### src/rtl/irq_prio_ctrl.sv
// Interrupt scheduler: selects one pending, enabled source (fixed priority or
// round-robin), runs the CPU req/ack/done handshake and pulses a clear back.
module irq_prio_ctrl #(
    parameter int NSRC = 8,
    parameter int IDW  = 3
) (
    input  logic            clk,
    input  logic            rst,
    input  logic [NSRC-1:0] src_pend,
    output logic [NSRC-1:0] src_clr,
    output logic            cpu_irq,
    output logic [IDW-1:0]  cpu_id,
    input  logic            cpu_ack,
    input  logic            cpu_done,
    input  logic            i_wb_cyc,
    input  logic [1:0]      i_wb_addr,
    input  logic            i_wb_we,
    input  logic [7:0]      i_wb_data,
    output logic [7:0]      o_wb_rdt,
    output logic            o_wb_ack
);

    typedef enum logic [1:0] {
        IDLE  = 2'd0,
        ARB   = 2'd1,
        REQ   = 2'd2,
        SERVE = 2'd3
    } state_t;

    state_t          state_q, state_d;
    logic [NSRC-1:0] en_q, en_d;
    logic            gen_q, gen_d;
    logic            rr_q, rr_d;
    logic [IDW-1:0]  rrptr_q, rrptr_d;
    logic [IDW-1:0]  cpu_id_q, cpu_id_d;
    logic            cpu_irq_q, cpu_irq_d;
    logic [NSRC-1:0] src_clr_q, src_clr_d;
    logic            wb_ack_q, wb_ack_d;

    logic [NSRC-1:0] eligible;
    logic [IDW-1:0]  lo_id, hi_id, win_id;
    logic            hi_found;
    logic            id_eligible;
    logic [IDW-1:0]  rrptr_next;

    assign eligible    = src_pend & en_q & {NSRC{gen_q}};
    assign id_eligible = eligible[cpu_id_q];
    assign rrptr_next  = (cpu_id_q == IDW'(NSRC - 1)) ? '0 : cpu_id_q + IDW'(1);

    // Lowest eligible overall, and lowest eligible at or above the RR pointer;
    // round-robin falls back to the overall lowest when nothing sits above.
    always_comb begin
        lo_id    = '0;
        hi_id    = '0;
        hi_found = 1'b0;
        for (int i = NSRC - 1; i >= 0; i--) begin
            if (eligible[i]) begin
                lo_id = IDW'(i);
                if (IDW'(i) >= rrptr_q) begin
                    hi_id    = IDW'(i);
                    hi_found = 1'b1;
                end
            end
        end
        win_id = (rr_q && hi_found) ? hi_id : lo_id;
    end

    always_comb begin
        state_d   = state_q;
        cpu_id_d  = cpu_id_q;
        cpu_irq_d = cpu_irq_q;
        src_clr_d = '0;
        rrptr_d   = rrptr_q;
        case (state_q)
            IDLE: begin
                if (|eligible) state_d = ARB;
            end
            ARB: begin
                if (|eligible) begin
                    cpu_id_d  = win_id;
                    cpu_irq_d = 1'b1;
                    state_d   = REQ;
                end else begin
                    state_d = IDLE;
                end
            end
            REQ: begin
                // An ack beats a simultaneous withdrawal.
                if (cpu_ack) begin
                    cpu_irq_d = 1'b0;
                    src_clr_d = {{(NSRC-1){1'b0}}, 1'b1} << cpu_id_q;
                    if (rr_q) rrptr_d = rrptr_next;
                    state_d   = SERVE;
                end else if (!id_eligible) begin
                    cpu_irq_d = 1'b0;
                    state_d   = IDLE;
                end
            end
            SERVE: begin
                if (cpu_done) state_d = IDLE;
            end
            default: state_d = IDLE;
        endcase
    end

    always_comb begin
        en_d     = en_q;
        gen_d    = gen_q;
        rr_d     = rr_q;
        wb_ack_d = i_wb_cyc & ~wb_ack_q;
        if (i_wb_we && wb_ack_q) begin
            case (i_wb_addr)
                2'd0: en_d = i_wb_data[NSRC-1:0];
                2'd1: begin
                    gen_d = i_wb_data[0];
                    rr_d  = i_wb_data[1];
                end
                default: ;
            endcase
        end
    end

    always_comb begin
        o_wb_rdt = 8'h00;
        case (i_wb_addr)
            2'd0: o_wb_rdt = 8'(en_q);
            2'd1: o_wb_rdt = {6'b0, rr_q, gen_q};
            2'd2: o_wb_rdt = {state_q, 3'b000, 3'(cpu_id_q)};
            2'd3: o_wb_rdt = 8'(rrptr_q);
            default: o_wb_rdt = 8'h00;
        endcase
    end

    always_ff @(posedge clk or posedge rst) begin
        if (rst) begin
            state_q   <= IDLE;
            en_q      <= '0;
            gen_q     <= 1'b0;
            rr_q      <= 1'b0;
            rrptr_q   <= '0;
            cpu_id_q  <= '0;
            cpu_irq_q <= 1'b0;
            src_clr_q <= '0;
            wb_ack_q  <= 1'b0;
        end else begin
            state_q   <= state_d;
            en_q      <= en_d;
            gen_q     <= gen_d;
            rr_q      <= rr_d;
            rrptr_q   <= rrptr_d;
            cpu_id_q  <= cpu_id_d;
            cpu_irq_q <= cpu_irq_d;
            src_clr_q <= src_clr_d;
            wb_ack_q  <= wb_ack_d;
        end
    end

    assign cpu_irq  = cpu_irq_q;
    assign cpu_id   = cpu_id_q;
    assign src_clr  = src_clr_q;
    assign o_wb_ack = wb_ack_q;

endmodule

### config.mk
export PLATFORM = sky130hd
export DESIGN_NAME = irq_prio_ctrl
export DESIGN_NICKNAME = d
export VERILOG_FILES = /design/src/rtl/irq_prio_ctrl.sv
export SDC_FILE = /design/constraint.sdc
export NUM_CORES = 1
export LEC_CHECK = 0
export ABC_CLOCK_PERIOD_IN_PS = 3200
export CORE_MARGIN = 2
export CORE_UTILIZATION = 52
export DETAILED_ROUTE_END_ITERATION = 10
export GPL_TIMING_DRIVEN = 0
export PLACE_DENSITY_LB_ADDON = 0.15
export SYNTH_ARGS = -nofsm -noshare
export SYNTH_HDL_FRONTEND = slang
export SYNTH_SLANG_ARGS = --single-unit
### constraint.sdc
create_clock -name clk -period 3.2 [get_ports clk]
set_input_delay 0.8 -clock clk [delete_from_list [all_inputs] [get_ports clk]]
set_output_delay 0.8 -clock clk [all_outputs]
set_load 0.1 [all_outputs]
==> flow_summary.yaml <==
sta:
  fin_crit_ps: 3150
  setup_violations: 0
  period_share_pct: 98.4
  hold_viol: 0
  timing.setup.tns_ps: 0
  slew_headroom_pct: 30.0
  finalClockSkew_ps: 4.64
  worstMarginPinSlew_ps: 1050
  fmax_mhz: 318
  grt_setup_unrepaired: "no"
  slew_violations: 0
clock_network:
  cts.sinks: 28
  cts_setup_buffers: 0
  cts.clk_slew.worst_paths_ps: 170
  cts_buffers: 3
  cts_htree_levels: 1
  cts_root_buffer: "clkbuf_4"
  insertion_delay_ps: 340
  cts_buffer_depth: 2
  postCtsHoldBufs: 0
  cts_tree: "done"
  cts_resized: 6
die:
  fp.dieArea_mm2: 0.00375
  start_util_pct: 55.4
  num_rows: 20
  core_area_mm2: 0.00308
  die_width_um: 61.3
  die_h_um: 61.3
  io_pins: 45
detailed_routing:
  first_iter_violations: 119
  vias_per_cell: 6.08
  drt_pre_antenna_iters: 4
  drc: 0
  wire_per_inst_um: 17.4
  vias: 1593
  routed_wl_um: 4560
  ant_nets: 0
setup_path:
  end_kind: "primary output"
  rr_worst_depth: 5
  reg2reg_from: "rrptr_q[0]"
  rrSetupSlack_ps: 1330
  startpoint: "i_wb_addr[1]"
  r2r_end: "cpu_id[1]"
  worstPathMaxFanout: 7
  critical_path.endpoint: "o_wb_rdt[7]"
  critPathKind: "input port to primary output"
  crit_arrival_ps: 2350
  cp.required_ps: 2400
  start_kind: "input port"
global_routing:
  track_usage_pct: 26.3
  grt_pass1_vias: 1606
  overflow: 0
  grt_max_degree: 29
  antenna_found_initial: 0
  grt_pass1_wl_um: 7280
finish:
  drive_above_1_share_pct: 12.4
  antenna_cells: 0
  final_area_mm2: 0.00223
  fin_nets: 249
  utilization_pct: 72.4
  syn_to_final_growth_pct: 30.7
synthesis:
  synth_enable_flop_cells: 0
  syn-num-nets: 202
  yosysSeqAreaShare_pct: 41.1
  yosysTopAreaCell: "dfrtp_1"
  synthTopCellsByCount: "dfrtp_1 (28), nand2_1 (17), mux2_2 (11)"
  avgSynthCellArea_um2: 9.92
  ys_types: 42
  netlist_instances: 172
  synth-seq-cells: 28
  ys_warn_count: 0
  synth.top_cell.area_share_pct: 41.1
  synthArstFlopShare_pct: 100
  synth-main-ff-cell: "dfrtp_1"
  syn_area_mm2: 0.00171
  yosys.cell_count.top_type: "dfrtp_1"
  synth_area_leaders: "dfrtp_1 (41%), mux2_2 (7.3%), ha_1 (4.4%)"
job:
  drv_cap: 0
placement:
  gp_congestion: 0.934
  port_buffers: 42
  dpl.hpwl_um: 3500
  placement.cell_area_mm2: 0.00218
pwr:
  power_density_mw_per_mm2: 766
  total_power_mw: 1.71
  p_leak_nw: 0.997
  ir_drop_v: 0.000399
outcome:
  status: "finished, final reports clean"
min_path:
  hold_path.class: "flip-flop to flip-flop"
==> metrics by stage <==
step                      setup slack (ps)  cells  hold slack (ps)
after floorplan                       70.0    172              498
after global placement                -146    258              463
after detailed placement              -177    258              474
after CTS                             54.6    262              494
after global routing                  14.8    262              513
final                                 51.0    262              491
==> sequential cells by signal (all words and copies together), names as in the netlist <==
name,cells
gen_q,1
cpu_id,3
en_q,8
cpu_irq,1
state_q,2
rrptr_q,3
src_clr,8
rr_q,1
o_wb_ack,1
==> cell usage in the layout, fill, tap and decap left out, drive strengths merged, types with 5 or more instances in the layout <==
master,netlist,final
and2,9,9
and3,10,10
buf,5,5
clkbuf,2,5
clkdlybuf4s50,0,35
dfrtp,28,28
dlygate4sd2,0,5
ha,6,6
inv,6,6
mux2,11,11
nand2,18,18
nand3,10,10
nor2,8,8
o21ai,10,10
==> power breakdown <==
part	internal (mW)	total (mW)	switching (mW)
combinational	0.277	0.915	0.638
clock	0.127	0.246	0.119
sequential	0.431	0.548	0.117
==> cell type report <==
class / instances / area (um2)
fill: 238 / 848
sequential: 28 / 701
multi-input combinational: 131 / 950
clock buffer: 3 / 22.5
tap: 44 / 55.1
timing repair buffer: 42 / 417
inverter: 6 / 22.5
clock inverter: 1 / 30.0
buffer: 7 / 32.5
==> how the worst min path moves through the flow <==
stage                  start  endpoint  slack (ps)  cells past startpoint
floorplan            en_q[0]   en_q[0]         500                      1
global placement    o_wb_ack  o_wb_ack         460                      1
detailed placement  o_wb_ack  o_wb_ack         470                      1
CTS                 o_wb_ack  o_wb_ack         490                      1
global route        o_wb_ack  o_wb_ack         510                      1
finish              o_wb_ack  o_wb_ack         490                      1
==> logic make-up (layout without fill, tap and decap cells) <==
family | after synthesis | after routing | synth area share [%]
AOI/OAI and AO/OA | 42 | 42 | 18.2
adders and majority gates | 6 | 6 | 4.40
buffers and inverters | 13 | 59 | 3.23
DFF | 28 | 28 | 41.1
muxes | 16 | 16 | 12.4
and+or+nand+nor | 67 | 67 | 20.7
==> worst max-delay path, stage by stage <==
cell,delay (ps)
buf_2,160
mux2i_1,140
nor2_1,110
clkdlybuf4s50_1,1140
==> per-layer routing <==
layer	share of wire (%)	up-vias	wire (um)	track usage [%]
met5	0	-	0	0
met4	1.7	0	78	7.76
met2	51	85	2340	48.8
met3	6.8	12	312	2.52
li1	-	741	-	-
met1	40	755	1830	32.0
(Power assumes the default switching activity.)
